$ cat src/rtl/uart_rx_4x.sv
// UART receiver driven by a 4x-baud tick: 2-flop input synchroniser, mid-bit sampling,
// 1 start / DATA_BITS data (LSB first) / 1 stop, with registered valid and framing-error strobes.
module uart_rx_4x #(
  parameter int DATA_BITS = 8
) (
  input  logic                 clock_in,
  input  logic                 n_reset_in,
  input  logic                 tick_in,
  input  logic                 rx_in,
  output logic [DATA_BITS-1:0] data_out,
  output logic                 valid_out,
  output logic                 framing_error_out,
  output logic                 busy_out
);

  // state      | meaning
  // IDLE       | line idle, waiting for rx_s low on a tick
  // START      | start edge seen, confirm at mid start bit (T2)
  // DATA       | sample one data bit every 4 ticks
  // STOP       | sample stop bit, emit valid or framing error
  // BREAK_WAIT | stop bit was low, wait for the line to return high
  typedef enum logic [2:0] {
    IDLE       = 3'd0,
    START      = 3'd1,
    DATA       = 3'd2,
    STOP       = 3'd3,
    BREAK_WAIT = 3'd4
  } state_t;

  localparam int BW = $clog2(DATA_BITS) + 1;
  localparam logic [BW-1:0] LAST_BIT = BW'(DATA_BITS - 1);

  state_t               state_q, state_d;
  logic                 sync1_q, sync1_d;
  logic                 sync2_q, sync2_d;
  logic [1:0]           phase_q, phase_d;
  logic [BW-1:0]        bit_cnt_q, bit_cnt_d;
  logic [DATA_BITS-1:0] shift_q, shift_d;
  logic [DATA_BITS-1:0] data_q, data_d;
  logic                 valid_q, valid_d;
  logic                 ferr_q, ferr_d;
  logic                 busy_q, busy_d;
  logic                 rx_s;

  assign rx_s = sync2_q;

  always_comb begin
    sync1_d   = rx_in;
    sync2_d   = sync1_q;
    state_d   = state_q;
    phase_d   = phase_q;
    bit_cnt_d = bit_cnt_q;
    shift_d   = shift_q;
    data_d    = data_q;
    valid_d   = 1'b0;
    ferr_d    = 1'b0;

    if (tick_in) begin
      phase_d = phase_q + 2'd1;
      case (state_q)
        IDLE: begin
          if (!rx_s) begin
            state_d = START;
            phase_d = 2'd0;
          end
        end
        START: begin
          // Re-zero the phase at T2 so every later sample lands on phase 3 (T6, T10, ...).
          if (phase_q == 2'd1) begin
            phase_d = 2'd0;
            if (rx_s) begin
              state_d = IDLE;
            end else begin
              state_d   = DATA;
              bit_cnt_d = '0;
            end
          end
        end
        DATA: begin
          if (phase_q == 2'd3) begin
            shift_d = {rx_s, shift_q[DATA_BITS-1:1]};
            if (bit_cnt_q == LAST_BIT) begin
              state_d = STOP;
            end else begin
              bit_cnt_d = bit_cnt_q + BW'(1);
            end
          end
        end
        STOP: begin
          if (phase_q == 2'd3) begin
            if (rx_s) begin
              data_d  = shift_q;
              valid_d = 1'b1;
              state_d = IDLE;
            end else begin
              ferr_d  = 1'b1;
              state_d = BREAK_WAIT;
            end
          end
        end
        BREAK_WAIT: begin
          if (rx_s) begin
            state_d = IDLE;
          end
        end
        default: state_d = IDLE;
      endcase
    end

    busy_d = (state_d != IDLE);
  end

  always_ff @(posedge clock_in or negedge n_reset_in) begin
    if (!n_reset_in) begin
      state_q   <= IDLE;
      sync1_q   <= 1'b1;
      sync2_q   <= 1'b1;
      phase_q   <= 2'd0;
      bit_cnt_q <= '0;
      shift_q   <= '0;
      data_q    <= '0;
      valid_q   <= 1'b0;
      ferr_q    <= 1'b0;
      busy_q    <= 1'b0;
    end else begin
      state_q   <= state_d;
      sync1_q   <= sync1_d;
      sync2_q   <= sync2_d;
      phase_q   <= phase_d;
      bit_cnt_q <= bit_cnt_d;
      shift_q   <= shift_d;
      data_q    <= data_d;
      valid_q   <= valid_d;
      ferr_q    <= ferr_d;
      busy_q    <= busy_d;
    end
  end

  assign data_out          = data_q;
  assign valid_out         = valid_q;
  assign framing_error_out = ferr_q;
  assign busy_out          = busy_q;

endmodule

$ cat config.mk
export PLATFORM = sky130hd
export DESIGN_NAME = uart_rx_4x
export DESIGN_NICKNAME = d
export VERILOG_FILES = /design/src/rtl/uart_rx_4x.sv
export SDC_FILE = /design/constraint.sdc
export NUM_CORES = 1
export LEC_CHECK = 0
export CORE_ASPECT_RATIO = 0.8
export CORE_MARGIN = 2
export CORE_UTILIZATION = 45
export CTS_CLUSTER_DIAMETER = 150
export DETAILED_ROUTE_END_ITERATION = 8
export PLACE_DENSITY_LB_ADDON = 0.12
export SYNTH_ARGS = -nofsm -noshare
export SYNTH_HDL_FRONTEND = slang
export SYNTH_SLANG_ARGS = --single-unit
$ cat constraint.sdc
create_clock -name clock_in -period 2.1 [get_ports clock_in]
set_clock_uncertainty 0.05 [all_clocks]
set_input_delay 0.315 -clock clock_in [delete_from_list [all_inputs] [get_ports clock_in]]
set_output_delay 0.315 -clock clock_in [all_outputs]
set_load 0.01 [all_outputs]
## Word level (Yosys, flattened, before mapping)

Cells that the tools add are included.

- Reductions and logical operators: 6
- Order comparisons: 0
- Multipliers: 0
- Equality and inequality tests: 11
- Divide/modulo/power cells: 0
- Bitwise logic cells: 0
- Add/subtract/negate cells: 2
- Mux-type cells: 26
- Shift-type cells: 0

Operators with widths:

| kind | count |
|---|---|
| $mux W3 | 8 |
| $mux W4 | 4 |
| $pmux W3 S5 | 1 |
| $mux W1 | 8 |
| $ne A2 B2 Y1 const B | 4 |
| $pmux W4 S2 | 1 |
| $eq A3 B2 Y1 const B | 2 |
| $mux W2 | 3 |
| $reduce_and A6 Y1 | 1 |
| $add A4 B1 Y4 const B | 1 |
| $eq A4 B3 Y1 const B | 1 |
| $pmux W2 S2 | 1 |
| $reduce_and A4 Y1 | 1 |
| $eq A3 B1 Y1 const B | 1 |
| $eq A3 B3 Y1 const B | 1 |
| $logic_not A3 Y1 | 1 |
| $reduce_and A3 Y1 | 1 |
| $reduce_bool A3 Y1 | 1 |
| $add A2 B1 Y2 const B | 1 |
| $eq A2 B1 Y1 const B | 1 |
| $eq A2 B2 Y1 const B | 1 |
| $reduce_bool A2 Y1 | 1 |

- RAM bits: 0
- Word-level logic and storage cells: 55
- Bits of input ports: 4
- Memories: 0
- ROM bits: 0
- Output and inout bits: 11
- Latch bits: 0
- Flip-flop bits (word level): 30

## Depth between registers and ports, before layout

Gate-level depths: netlist (run 1).

- Word-level depth: 6
- Mapped depth: 6
- Depth with buffers taken out: 6

## Worst setup path after synthesis (run 1)

Ideal clock, no wire load.

- Path kind: register to register
- Start: register phase_q[0]
- End: register bit_cnt_q[0]
- Clock period less this slack: 1.699 ns
- Setup slack: 0.401 ns
- Setup time: 0.125 ns
- Stages on the path, launching flop included: 6
- Data arrival time: 1.524 ns
- Cell sequence: dfrtp_1 ha_1 and4bb_1 a32oi_1 nand2b_1 mux2_2

- Word-level cells in the longest chain between the ends: 3
- Elaborated cells between the ends (all ways): 5
- Classes of those cells: eq/ne (4); reduce/logical (1)

RTL lines:

| item | RTL line | text |
|---|---|---|
| from (decl) | 36 | `logic [1:0] phase_q, phase_d;` |
| from (signal assigned) | 129 | `phase_q <= phase_d;` |
| $eq A2 B2 Y1 / $eq A2 B1 Y1 (equally long branches) | 80, 69 |  |
| $ne A2 B2 Y1 (no line) | - |  |
| $reduce_and A6 Y1 (no line) (*) | - |  |
| to (signal assigned) | 130 | `bit_cnt_q <= bit_cnt_d;` |
| to (decl) | 37 | `logic [BW-1:0] bit_cnt_q, bit_cnt_d;` |

Mark *: on every way between the ends. The rest lies on a longest branch, timed or not.
A chain may end at the register's enable or synchronous reset.

## Final worst setup path (run 1)

Ends and elaborated chain as after synthesis.

==> summary.txt, run 1 <==
Detailed routing
  • DR vias: 895
  • Routed Antenna Nets: 0
  • Vias per inst: 5.359
  • DRT Pass-1 Iters: 4
  • DRC Markers: 0
  • Average wire per standard cell: 14.13 microns
  • Total wire length: 2360 microns
  • Iteration-0 DRC Markers: 35

Yosys
  • Gate Count Post-Synth: 106
  • Post-synth EDFFs: 0
  • Mean post-synth cell area: 12.36 sq um
  • Mux share of post-synthesis cell area: 14.61%
  • FFs w/ async S/R, synth: 100.0%
  • Main synth FF type: dfrtp_1
  • Yosys reg bits: 30
  • Share of the synthesized area in the top cell type: 53.49%
  • Most numerous cell in the Yosys netlist: dfrtp_1
  • Sequential share of the synthesized area: 57.50%
  • Largest family of logic cells by synthesized area: multiplexers
  • Ranking of synthesized cells by area: dfrtp_1 (53%), mux2_2 (15%), dfstp_2 (4.0%)
  • Complex-gate fraction of the synthesized area: 10.12%
  • Post-synthesis xor/xnor area fraction: 0%
  • Cell Area, Synth: 0.001310 sq mm
  • Syn nets: 114
  • Largest area contributor in the netlist: dfrtp_1
  • Synth Area in Adders: 3.820%
  • Top cells by count, synth: dfrtp_1 (28), mux2_2 (17), o21ai_0 (6)
  • Yosys cell types: 28
  • Simple logic cell fraction of the synthesized area: 12.13%
  • Synthesis Warnings: 0

Global routing
  • Total GRT Usage: 17.02%
  • First-pass GRT wire length: 4098 microns
  • Largest net degree at the start of global routing: 31
  • Initial antenna violation count: 0
  • Vias in the first global route: 886
  • Overflow after GRT: 0

Worst setup path
  • Setup crit start kind: flip-flop
  • Critical setup path kind: reg2reg
  • Cell Chain, Critical Path: ha_1 > and4bb_1 > a32oi_1 > nand2b_1 > mux2_2
  • Slowest CP cell: dfrtp_1
  • CP Capture Type: flip-flop
  • CP Data Arrival Time: 2090 ps
  • Critical path required time: 2270 ps
  • CP peak stage delay: 420 ps
  • Crit-path max FO: 4

STA
  • RSZ-0062 raised after global routing: no
  • Worst hold slack: 305.8 ps
  • Final setup viols: 0
  • Hold Fails Final Rpt: 0
  • Slew @ Worst Pin: 376.7 ps
  • Post-Route Setup TNS: 0 ps
  • Tmin final: 1919 ps
  • Slew margin rel.: 74.89%
  • Max-slew violations: 0
  • Ratio of final minimum period to clock period: 91.40%
  • Achievable frequency: 521.0 MHz

Pwr
  • Max rail drop VDD: 0.6921 mV
  • Power per cell area: 1055 mW/mm^2
  • Static Leak: 0.7592 nW

Place
  • Placed inst area: 0.001519 sq mm
  • Placer Congestion: 0.8708
  • Dpl cells: 160
  • Placed wire-length estimate: 1632 microns
  • Port bufs: 14

Layout
  • N_diodes: 0
  • Layout fillers: 236
  • Fin cells: 167
  • # nets final: 137
  • Final instance area: 0.001600 sq mm
  • Share of cells above drive strength 1: 24.03%
  • Area grow syn2layout: 22.16%
  • Final core occ: 57.87%

Floorplanning
  • I/O pin count: 15
  • Cell row count: 17
  • Die X-Extent: 64.33 microns
  • Initial Util: 47.38%
  • Die ar.: 0.003362 sq mm
  • Die Span Y: 52.26 microns
  • Core area: 0.002765 sq mm

CTS
  • H-tree Lvls: 2
  • Post-CTS resize count: 0
  • Clock transition at path regs: 90 ps
  • Clock root cell: clkbuf_4
  • CTS Buf Count: 5
  • Hold Buf Count CTS: 0
  • Sink Count: 30
  • Clk buf depth: 2
  • Setup Buffers After CTS: 0
  • Clock Latency Late Sink: 340 ps
  • CTS tree: yes

Min path
  • Hold Path Class: in2async

Flow run
  • Max Cap Viol: 0

Run status
  • Status: finished, final reports clean
-- area by class of cell --
cell class | count | area (sq um) | area share (%)
sequential | 30 | 753.2 | 47.07
multi-input combinational | 70 | 533.0 | 33.31
timing repair buffer | 18 | 170.2 | 10.63
clock buffer | 6 | 51.30 | 3.206
tap | 38 | 47.55 | 2.971
clock inverter | 1 | 30.03 | 1.876
inverter | 4 | 15.01 | 0.9382
-- placed cells by master (no fill, tap or decap), drive strengths merged --
cell type      Yosys  layout
a21o               1       1
a21oi              4       4
a22oi              1       1
a31oi              3       3
a32oi              1       1
a41o               1       1
and4bb             1       1
buf                1       4
bufinv             0       1
clkbuf             1       6
clkdlybuf4s50      0      14
dfrtp             28      28
dfstp              2       2
ha                 4       4
inv                4       4
mux2              17      17
nand2              4       4
nand2b             5       5
nand3              5       5
nand3b             2       2
nor2               4       4
nor2b              1       1
nor3               4       4
o211ai             1       1
o21a               1       1
o21ai              6       6
o31ai              2       2
or3                1       1
or4                1       1
-- through the flow --
step	total power (W)	setup slack [ps]
finish	0.001688	180.5
global route	0.001819	68.14
detailed placement	0.001227	86.02
global placement	0.001210	144.3
CTS	0.001705	206.6
floorplan	0.001074	400.9
-- critical path: cells and delay by family (launching register included) --
family                   cells  cell delay (ps)
AND/OR/NAND/NOR              2              440
flip-flops                   1              420
multiplexers                 1              330
AO/OA/AOI/OAI                1              290
adder cells (fa/ha/maj)      1              260
-- routing by layer --
| metal | vias up | part of all wire, % | GRT usage, % |
|---|---|---|---|
| met5 | - | 0 | 0 |
| met4 | 0 | 2.6 | 10.64 |
| met3 | 7 | 4.4 | 5.161 |
| met2 | 18 | 43 | 25.17 |
| met1 | 441 | 50 | 22.01 |
| li1 | 429 | - | - |
-- worst paths after layout --
path | start | endpoint | slack, ps | depth (start not counted)
min reg2reg | sync1_q$_DFF_PN1_ | rx_s$_DFF_PN1_ | 310 | 0
max reg2reg | phase_q[0]$_DFFE_PN0P_ | bit_cnt_q[0]$_DFFE_PN0P_ | 180 | 5
min in group clock_in | sync1_q$_DFF_PN1_ | rx_s$_DFF_PN1_ | 310 | 0
max in group asynchronous | n_reset_in | sync1_q$_DFF_PN1_ | 1360 | 2
max | phase_q[0]$_DFFE_PN0P_ | bit_cnt_q[0]$_DFFE_PN0P_ | 180 | 5
min | n_reset_in | busy_out$_DFF_PN0_ | 310 | 2
-- kinds of logic (layout without fill, tap and decap cells) --
group | count (synthesis) | in the layout
AOI/OAI and AO/OA | 21 | 21
adders and majority gates | 4 | 4
muxes | 17 | 17
buffers and inverters | 6 | 29
and+or+nand+nor | 28 | 28
DFF | 30 | 30
-- flip-flops by register name, indices dropped and copies added (netlist names) --
signal and count:
busy_out 1, state_q 3, data_out 8, valid_out 1, rx_s 1, shift_q 8
phase_q 2, bit_cnt_q 4, framing_error_out 1, sync1_q 1
-- power breakdown --
part	switching, W	total, W	internal (W)
Sequential	0.0000948	0.000776	0.000681
Combinational	0.000234	0.000440	0.000205
Clock	0.000195	0.000472	0.000277
Note: power is estimated with default switching activity, not from simulation.
==> inputs of run 2 (changes only) <==
--- a/config.mk
+++ b/config.mk
@@ -11,6 +11,7 @@
 export CTS_CLUSTER_DIAMETER = 150
 export DETAILED_ROUTE_END_ITERATION = 8
 export PLACE_DENSITY_LB_ADDON = 0.12
+export SKIP_LAST_GASP = 1
 export SYNTH_ARGS = -nofsm -noshare
 export SYNTH_HDL_FRONTEND = slang
 export SYNTH_SLANG_ARGS = --single-unit
==> results of run 2 <==
The final DEF is identical to that of run 1; final timing and power are the same.
==> inputs of run 3 (changes only) <==
--- a/config.mk
+++ b/config.mk
@@ -15,3 +15,4 @@
 export SYNTH_ARGS = -nofsm -noshare
 export SYNTH_HDL_FRONTEND = slang
 export SYNTH_SLANG_ARGS = --single-unit
+export TNS_END_PERCENT = 1
==> results of run 3 <==
The final DEF is identical to that of run 1; final timing and power are the same.
